<file path="src/rtl/cdc_sync_pkg.sv">
// Shared limits and counter-sizing helper for the cdc_sync_bank synchroniser.
package cdc_sync_pkg;

  localparam int MIN_STAGES = 2;
  localparam int MAX_STAGES = 4;
  localparam int MAX_FILTER = 255;

  // Ceiling log2, never less than one bit so a counter always exists.
  function automatic int clog2(input int value);
    int result;
    int v;
    result = 0;
    v = value - 1;
    while (v > 0) begin
      result = result + 1;
      v = v >> 1;
    end
    return (result < 1) ? 1 : result;
  endfunction

endpackage

</file>
<file path="src/rtl/cdc_deglitch.sv">
// One-channel stability filter: a level must differ for FILTER_CYCLES clocks
// before it is accepted; rise/fall pulse registers on the accepting edge.
module cdc_deglitch
  import cdc_sync_pkg::*;
#(
  parameter int   FILTER_CYCLES = 4,
  parameter logic RESET_BIT     = 1'b1
) (
  input  logic clk,
  input  logic reset,
  input  logic i_raw,
  output logic o_level,
  output logic o_rise,
  output logic o_fall
);

  localparam int CNT_W = clog2(FILTER_CYCLES + 1);
  localparam logic [CNT_W-1:0] CNT_LAST = CNT_W'(FILTER_CYCLES - 1);

  logic [CNT_W-1:0] r_cnt;
  logic             r_level;
  logic             r_rise;
  logic             r_fall;

  always_ff @(posedge clk or posedge reset) begin
    if (reset) begin
      r_cnt   <= '0;
      r_level <= RESET_BIT;
      r_rise  <= 1'b0;
      r_fall  <= 1'b0;
    end else begin
      r_rise <= 1'b0;
      r_fall <= 1'b0;
      if (i_raw == r_level) begin
        r_cnt <= '0;
      end else if (r_cnt == CNT_LAST) begin
        r_cnt   <= '0;
        r_level <= i_raw;
        r_rise  <= i_raw;
        r_fall  <= ~i_raw;
      end else begin
        r_cnt <= r_cnt + 1'b1;
      end
    end
  end

  assign o_level = r_level;
  assign o_rise  = r_rise;
  assign o_fall  = r_fall;

endmodule

</file>
<file path="src/rtl/cdc_sync_bank.sv">
// Multi-channel N-stage level synchroniser with registered rise/fall pulses.
// Optional glitch filter per channel when CDC_SYNC_FILTER_EN is defined.
module cdc_sync_bank
  import cdc_sync_pkg::*;
#(
  parameter int               WIDTH         = 4,
  parameter int               STAGES        = 2,
  parameter logic [WIDTH-1:0] RESET_VAL     = {WIDTH{1'b1}},
  parameter int               FILTER_CYCLES = 4
) (
  input  logic             clk,
  input  logic             reset,
  input  logic [WIDTH-1:0] async_in,
  output logic [WIDTH-1:0] sync_out,
  output logic [WIDTH-1:0] rise,
  output logic [WIDTH-1:0] fall,
  output logic             any_change
);

  if (STAGES < MIN_STAGES || STAGES > MAX_STAGES) begin : g_bad_stages
    $error("cdc_sync_bank: STAGES must be within 2..4");
  end
  // Window is range-checked in both builds so the filter can be enabled without retuning.
  if (FILTER_CYCLES < 1 || FILTER_CYCLES > MAX_FILTER) begin : g_bad_filter
    $error("cdc_sync_bank: FILTER_CYCLES must be within 1..255");
  end
  if (WIDTH < 1 || WIDTH > 32) begin : g_bad_width
    $error("cdc_sync_bank: WIDTH must be within 1..32");
  end

  logic [STAGES-1:0][WIDTH-1:0] r_stage;
  logic [WIDTH-1:0]             w_sync;
  logic [WIDTH-1:0]             w_rise;
  logic [WIDTH-1:0]             w_fall;

  always_ff @(posedge clk or posedge reset) begin
    if (reset) begin
      r_stage <= {STAGES{RESET_VAL}};
    end else begin
      r_stage <= {r_stage[STAGES-2:0], async_in};
    end
  end

`ifdef CDC_SYNC_FILTER_EN
  for (genvar i = 0; i < WIDTH; i++) begin : g_filter
    cdc_deglitch #(
      .FILTER_CYCLES (FILTER_CYCLES),
      .RESET_BIT     (RESET_VAL[i])
    ) u_deglitch (
      .clk     (clk),
      .reset   (reset),
      .i_raw   (r_stage[STAGES-1][i]),
      .o_level (w_sync[i]),
      .o_rise  (w_rise[i]),
      .o_fall  (w_fall[i])
    );
  end
`else
  logic [WIDTH-1:0] r_rise;
  logic [WIDTH-1:0] r_fall;

  // Pulses register on the same edge the last stage takes the new level.
  always_ff @(posedge clk or posedge reset) begin
    if (reset) begin
      r_rise <= '0;
      r_fall <= '0;
    end else begin
      r_rise <= r_stage[STAGES-2] & ~r_stage[STAGES-1];
      r_fall <= ~r_stage[STAGES-2] & r_stage[STAGES-1];
    end
  end

  assign w_sync = r_stage[STAGES-1];
  assign w_rise = r_rise;
  assign w_fall = r_fall;
`endif

  assign sync_out   = w_sync;
  assign rise       = w_rise;
  assign fall       = w_fall;
  assign any_change = |(w_rise | w_fall);

endmodule

</file>
<file path="config.mk">
export PLATFORM = sky130hd
export DESIGN_NAME = cdc_sync_bank
export DESIGN_NICKNAME = d
export VERILOG_FILES = /design/src/rtl/cdc_sync_pkg.sv /design/src/rtl/cdc_deglitch.sv /design/src/rtl/cdc_sync_bank.sv
export SDC_FILE = /design/constraint.sdc
export NUM_CORES = 1
export LEC_CHECK = 0
export CAP_MARGIN = 30
export CORE_AREA = 2 2 39 41
export DETAILED_ROUTE_END_ITERATION = 8
export DIE_AREA = 0 0 41 43
export PLACE_DENSITY_LB_ADDON = 0.12
export RECOVER_POWER = 50
export SETUP_SLACK_MARGIN = 0.15
export SYNTH_ARGS = -nofsm -noshare
export SYNTH_HDL_FRONTEND = slang
export SYNTH_HIERARCHICAL = 1
export SYNTH_SLANG_ARGS = --single-unit
</file>
<file path="constraint.sdc">
create_clock -name clk -period 1.74 [get_ports clk]
set_clock_uncertainty 0.2 [all_clocks]
set_input_delay 0.174 -clock clk [delete_from_list [all_inputs] [get_ports clk]]
set_output_delay 0.174 -clock clk [all_outputs]
set_load 0.02 [all_outputs]
</file>
==> results.cfg <==
[drt]
ant_nets = 0
wl_um = 661
viasPerCell = 4.21
drt_iter0_markers = 0
num_vias = 278
wl_per_cell_um = 10.0
drc_errors = 0
first_pass_iters = 1

[power]
peakVddDrop_uv = 484
finalPower_w = 0.000707
p_per_area_nw_per_um2 = 1010
power.leakage_nw = 0.331

[synthesis]
synth_seq_cells = 16
synth.top_cells.by_count = dfrtp_1, dfstp_2, nor2b_1, buf_4, nor4_1
netlist_area_um2 = 510
synth_nets = 38
synthDominantCellAreaShare_pct = 41.2
synthTopCellsByArea = dfstp_2, dfrtp_1, nor2b_1
syn_area_per_cell_um2 = 16.0
synth-seq-area-share_pct = 80.4
netlist_instances = 32
synth-edff-count = 0
yosysTopAreaCell = dfstp_2
yosysUniqueCellTypes = 7
synth-warning-count = 6
ys.flop_type = dfstp_2
ys_async_sr_fraction_pct = 100

[timing]
rsz0062_at_grt = yes
max_freq_mhz = 647
worst_pin_slew_ps = 551
finalHoldViolCount = 0
setup_violations = 0
maxSlewViolCount = 0
timing.final.crit_share_pct = 88.8
tns_ps = 0
maxSlewHeadroom_pct = 63.2
post-route-min-period_ps = 1550

[global_routing]
grt_start_max_net_pins = 17
antenna_found_initial = 0
grt_pass1_wl_um = 1110
grt_util_all_layers_pct = 9.82
grt_pass1_vias = 271
overflow = 0

[die]
die_y_um = 43
placementRows = 14
fp.dieW_um = 41
pin_count = 19
start_util_pct = 36.9
die_area_um2 = 1760
core_area_um2 = 1380

[setup_path]
timing.rr.start = r_stage[3]$_DFF_PP1_
crit_end = any_change
worst_path_max_delay_cell = dfrtp_1
rr_worst_depth = 1
r2r-end = rise[3]$_DFF_PP0_
critPathCaptureType = output pin
setup.worst_path.class = flip-flop to output pin
arrival_ps = 1170
reg2reg_setup_slack_ps = 800
crit_path_start_kind = flip-flop
slowest_delay_ps = 400
worstPathMaxFanout = 2
crit_required_ps = 1370
crit_path_start = fall[2]$_DFF_PP0_
path_cells = nor4_2 -> nand2_1 -> buf_2

[clock_tree]
path_clk_slew_ps = 90
cts_sinks = 16
cts_buffers = 3
cts-htree-levels = 1
ctsHoldBuffers = 0
clk_latency_ps = 280
cts_tree = done
cts_buffer_depth = 2
cts-root-buf = clkbuf_4

[final_layout]
fin_util_pct = 50.8
synthToLayoutAreaGrowth_pct = 37.7
nFillCells = 126
final_nets = 57
antenna_cells = 0
final_layout_size_suffix_gt1_share_pct = 20.0

[worst_hold_path]
min-delay-path-class = input port to asynchronous set/reset pin

[flow_run]
drv_cap = 0

[outcome]
outcome = completed

[placement]
gp_congestion = 0.589
numPortBuffers = 18
## layout make-up
cell class | instances | area (um2) | area share (%)
Timing Repair Buffer | 18 | 160 | 22.8
Sequential cell | 16 | 410 | 58.4
Clock buffer | 4 | 36.3 | 5.16
Tap cell | 16 | 20.0 | 2.85
Multi-Input combinational cell | 11 | 72.6 | 10.3
Inverter | 1 | 3.75 | 0.534
## registers in the layout (all words and copies together), names as in the netlist
| register | flops |
|---|---|
| sync_out | 4 |
| r_stage | 4 |
| rise | 4 |
| fall | 4 |
## critical path, delay by kind of cell (launching register included)
kind          cells  cell delay (ps)
flops             1              400
buf+inv           1              160
simple gates      2              340
## how the worst min path moves through the flow
stage | endpoint | slack, ps | cells past startpoint
2_1_floorplan | fall[0]$_DFF_PP0_ | -120 | 1
3_3_place_gp | sync_out[2]$_DFF_PP1_ | 160 | 0
3_5_place_dp | sync_out[3]$_DFF_PP1_ | 160 | 0
4_1_cts | rise[3]$_DFF_PP0_ | 50 | 2
5_1_grt | sync_out[1]$_DFF_PP1_ | 190 | 0
6_report | fall[2]$_DFF_PP0_ | 170 | 2
## metal layers
layer / part of all wire, % / vias to the layer above / wire [um] / global-route usage (%)
met3: 11 / 0 / 74 / 4.71
li1: - / 133 / - / -
met5: 0 / - / 0 / 0
met2: 51 / 15 / 334 / 12.8
met1: 38 / 130 / 251 / 12.8
met4: 0 / 0 / 0 / 6.00
## per-stage QoR
stage	hold WS [ps]	std cells	cell area (um2)	worst slack [ps]
after detailed placement	164	62	681	92.3
after floorplan	-118	32	510	477
after CTS	47.0	66	703	171
final	172	66	703	195
after global routing	194	66	703	128
after global placement	161	62	681	92.4
## cells by family (layout without fill, tap and decap cells)
group,after synthesis,count (layout),share of synthesized area [%]
buf+inv,5,23,6.62
flops,16,16,80.4
simple gates,11,11,13.0
## power breakdown
group	leakage (nW)	total, W	switching, W	internal, W
Sequential	0.185	0.000408	0.0000115	0.000396
Combinational	0.125	0.0000651	0.0000363	0.0000289
Clock	0.0210	0.000234	0.000107	0.000127
## what timing repair did
action                     CTS  global route
buffers inserted             0             0
pin swaps                    0             0
resized for setup           17             0
setup endpoints to repair   13             1
## layout by cell type, fill, tap and decap left out
master | synthesis | routed
nor2b_1 | 8 | 8
nor4_1 | 2 | 1
clkbuf_8 | 0 | 1
inv_1 | 1 | 1
dlygate4sd3_1 | 0 | 5
dfstp_1 | 0 | 4
nor4_2 | 0 | 1
dfrtp_1 | 8 | 8
dlygate4sd2_1 | 0 | 12
dfstp_2 | 8 | 4
nand2_1 | 1 | 1
clkbuf_4 | 0 | 3
buf_2 | 0 | 1
Note: power is estimated with default switching activity, not from simulation.
==> RTL change, RTL diff (config.mk and constraints unchanged) <==
Register the input `async_in` before use. The logic sees it one clock later.
--- a/src/rtl/cdc_sync_bank.sv
+++ b/src/rtl/cdc_sync_bank.sv
@@ -18,2 +18,8 @@
 );
+
+  logic [WIDTH-1:0] async_q;
+
+  always_ff @(posedge clk) begin
+    async_q <= async_in;
+  end
 
@@ -39,3 +45,3 @@
     end else begin
-      r_stage <= {r_stage[STAGES-2:0], async_in};
+      r_stage <= {r_stage[STAGES-2:0], async_q};
     end
Formal check against the unedited RTL: not equivalent (a bounded check fails within 4 cycles, from zero or initial values and one cycle with reset high).
==> RTL change against the unedited design <==
- wire length rose by 9.8%
- die area is the same
- design area up 12%
- area after synthesis increased by 16%
- highest routed layer unchanged
- power up 16%
- worst setup slack gained 0.0037 ns
- sequential cell count grew 4
- synthesized cell count increased by 13%
==> RTL change: results <==
{
  "grtUsageTotal_pct": 10.6,
  "multi_input_area_um2": 78.8,
  "finalWirelength_um": 726,
  "synthArstFlopShare_pct": 80.0,
  "netlist_top_cells_count": "dfrtp_1, dfstp_2, nor2b_1",
  "drt_iter0_markers": 4,
  "syn_area_per_cell_um2": 16.4,
  "area_growth_pct": 33.9,
  "wl_met3_um": 70,
  "peakVddDrop_v": 0.000433,
  "worst_pin_slew_ns": 0.573,
  "dr.pass1.iters": 3,
  "multi_input_gates": 11,
  "stdcell_count": 70,
  "status": "finished clean",
  "top_layer_used": "met3",
  "synthTopCellsByArea": "dfstp_2, dfrtp_1, dfxtp_1, nor2b_1, buf_4",
  "synthDistinctLibCells": 8,
  "final-seq-area_um2": 490,
  "grtUsageMet3_pct": 3.14,
  "met2_usage_pct": 15.6,
  "vias": 307,
  "clk_path_buf_depth": 2,
  "hold_path_class": "reg2reg",
  "switching_power_mw": 0.172,
  "gp_congestion": 0.578,
  "numPlacedInstances": 66,
  "clockRootBuffer": "clkbuf_4",
  "route.met2.wl_um": 370,
  "regToRegSetupSlack_ns": 0.78,
  "synthCells": 36,
  "nets": 61,
  "grt_pass1_wl_um": 1240,
  "clkSinkCount": 20,
  "num_antenna_cells": 0,
  "clock_cell_area_share_pct": 4.59,
  "drt-met1-wl_um": 285,
  "buf_share_pct": 20.4,
  "leakage_nw": 0.366,
  "synth-seq-area-share_pct": 83.1,
  "fillCellCount": 127,
  "drive_above_1_share_pct": 20.4,
  "place_area_um2": 761,
  "met1_usage_pct": 13.5
}
==> RTL change: power by group through the flow <==
stage,combinational (mW),clock (mW),sequential (mW)
floorplan,0.0294,0,0.526
global placement,0.0784,0,0.514
detailed placement,0.0792,0,0.517
CTS,0.0692,0.257,0.509
global route,0.0733,0.282,0.510
finish,0.0663,0.250,0.506
==> RTL change: cells by family after synthesis <==
kind of cell,share of synthesized area (%)
DFF,83.1
buffers and inverters,5.72
and+or+nand+nor,11.2
==> RTL change: timing repair <==
action,CTS,global route
setup buffers,0,0
endpoints found under the setup margin,13,2
resized for setup,18,1
==> RTL change: critical path, stage by stage (launching register included) <==
cell and delay (ns):
dfrtp_1 0.40, nor4_2 0.26, nand2_1 0.06, buf_2 0.16
==> RTL change: how the worst max path moves through the flow <==
stage	endpoint	slack [ns]	depth (start not counted)
after floorplan	any_change	0.48	2
after global placement	any_change	0.1	3
after detailed placement	any_change	0.10	3
after CTS	any_change	0.18	3
after global routing	any_change	0.1	3
final	any_change	0.20	3
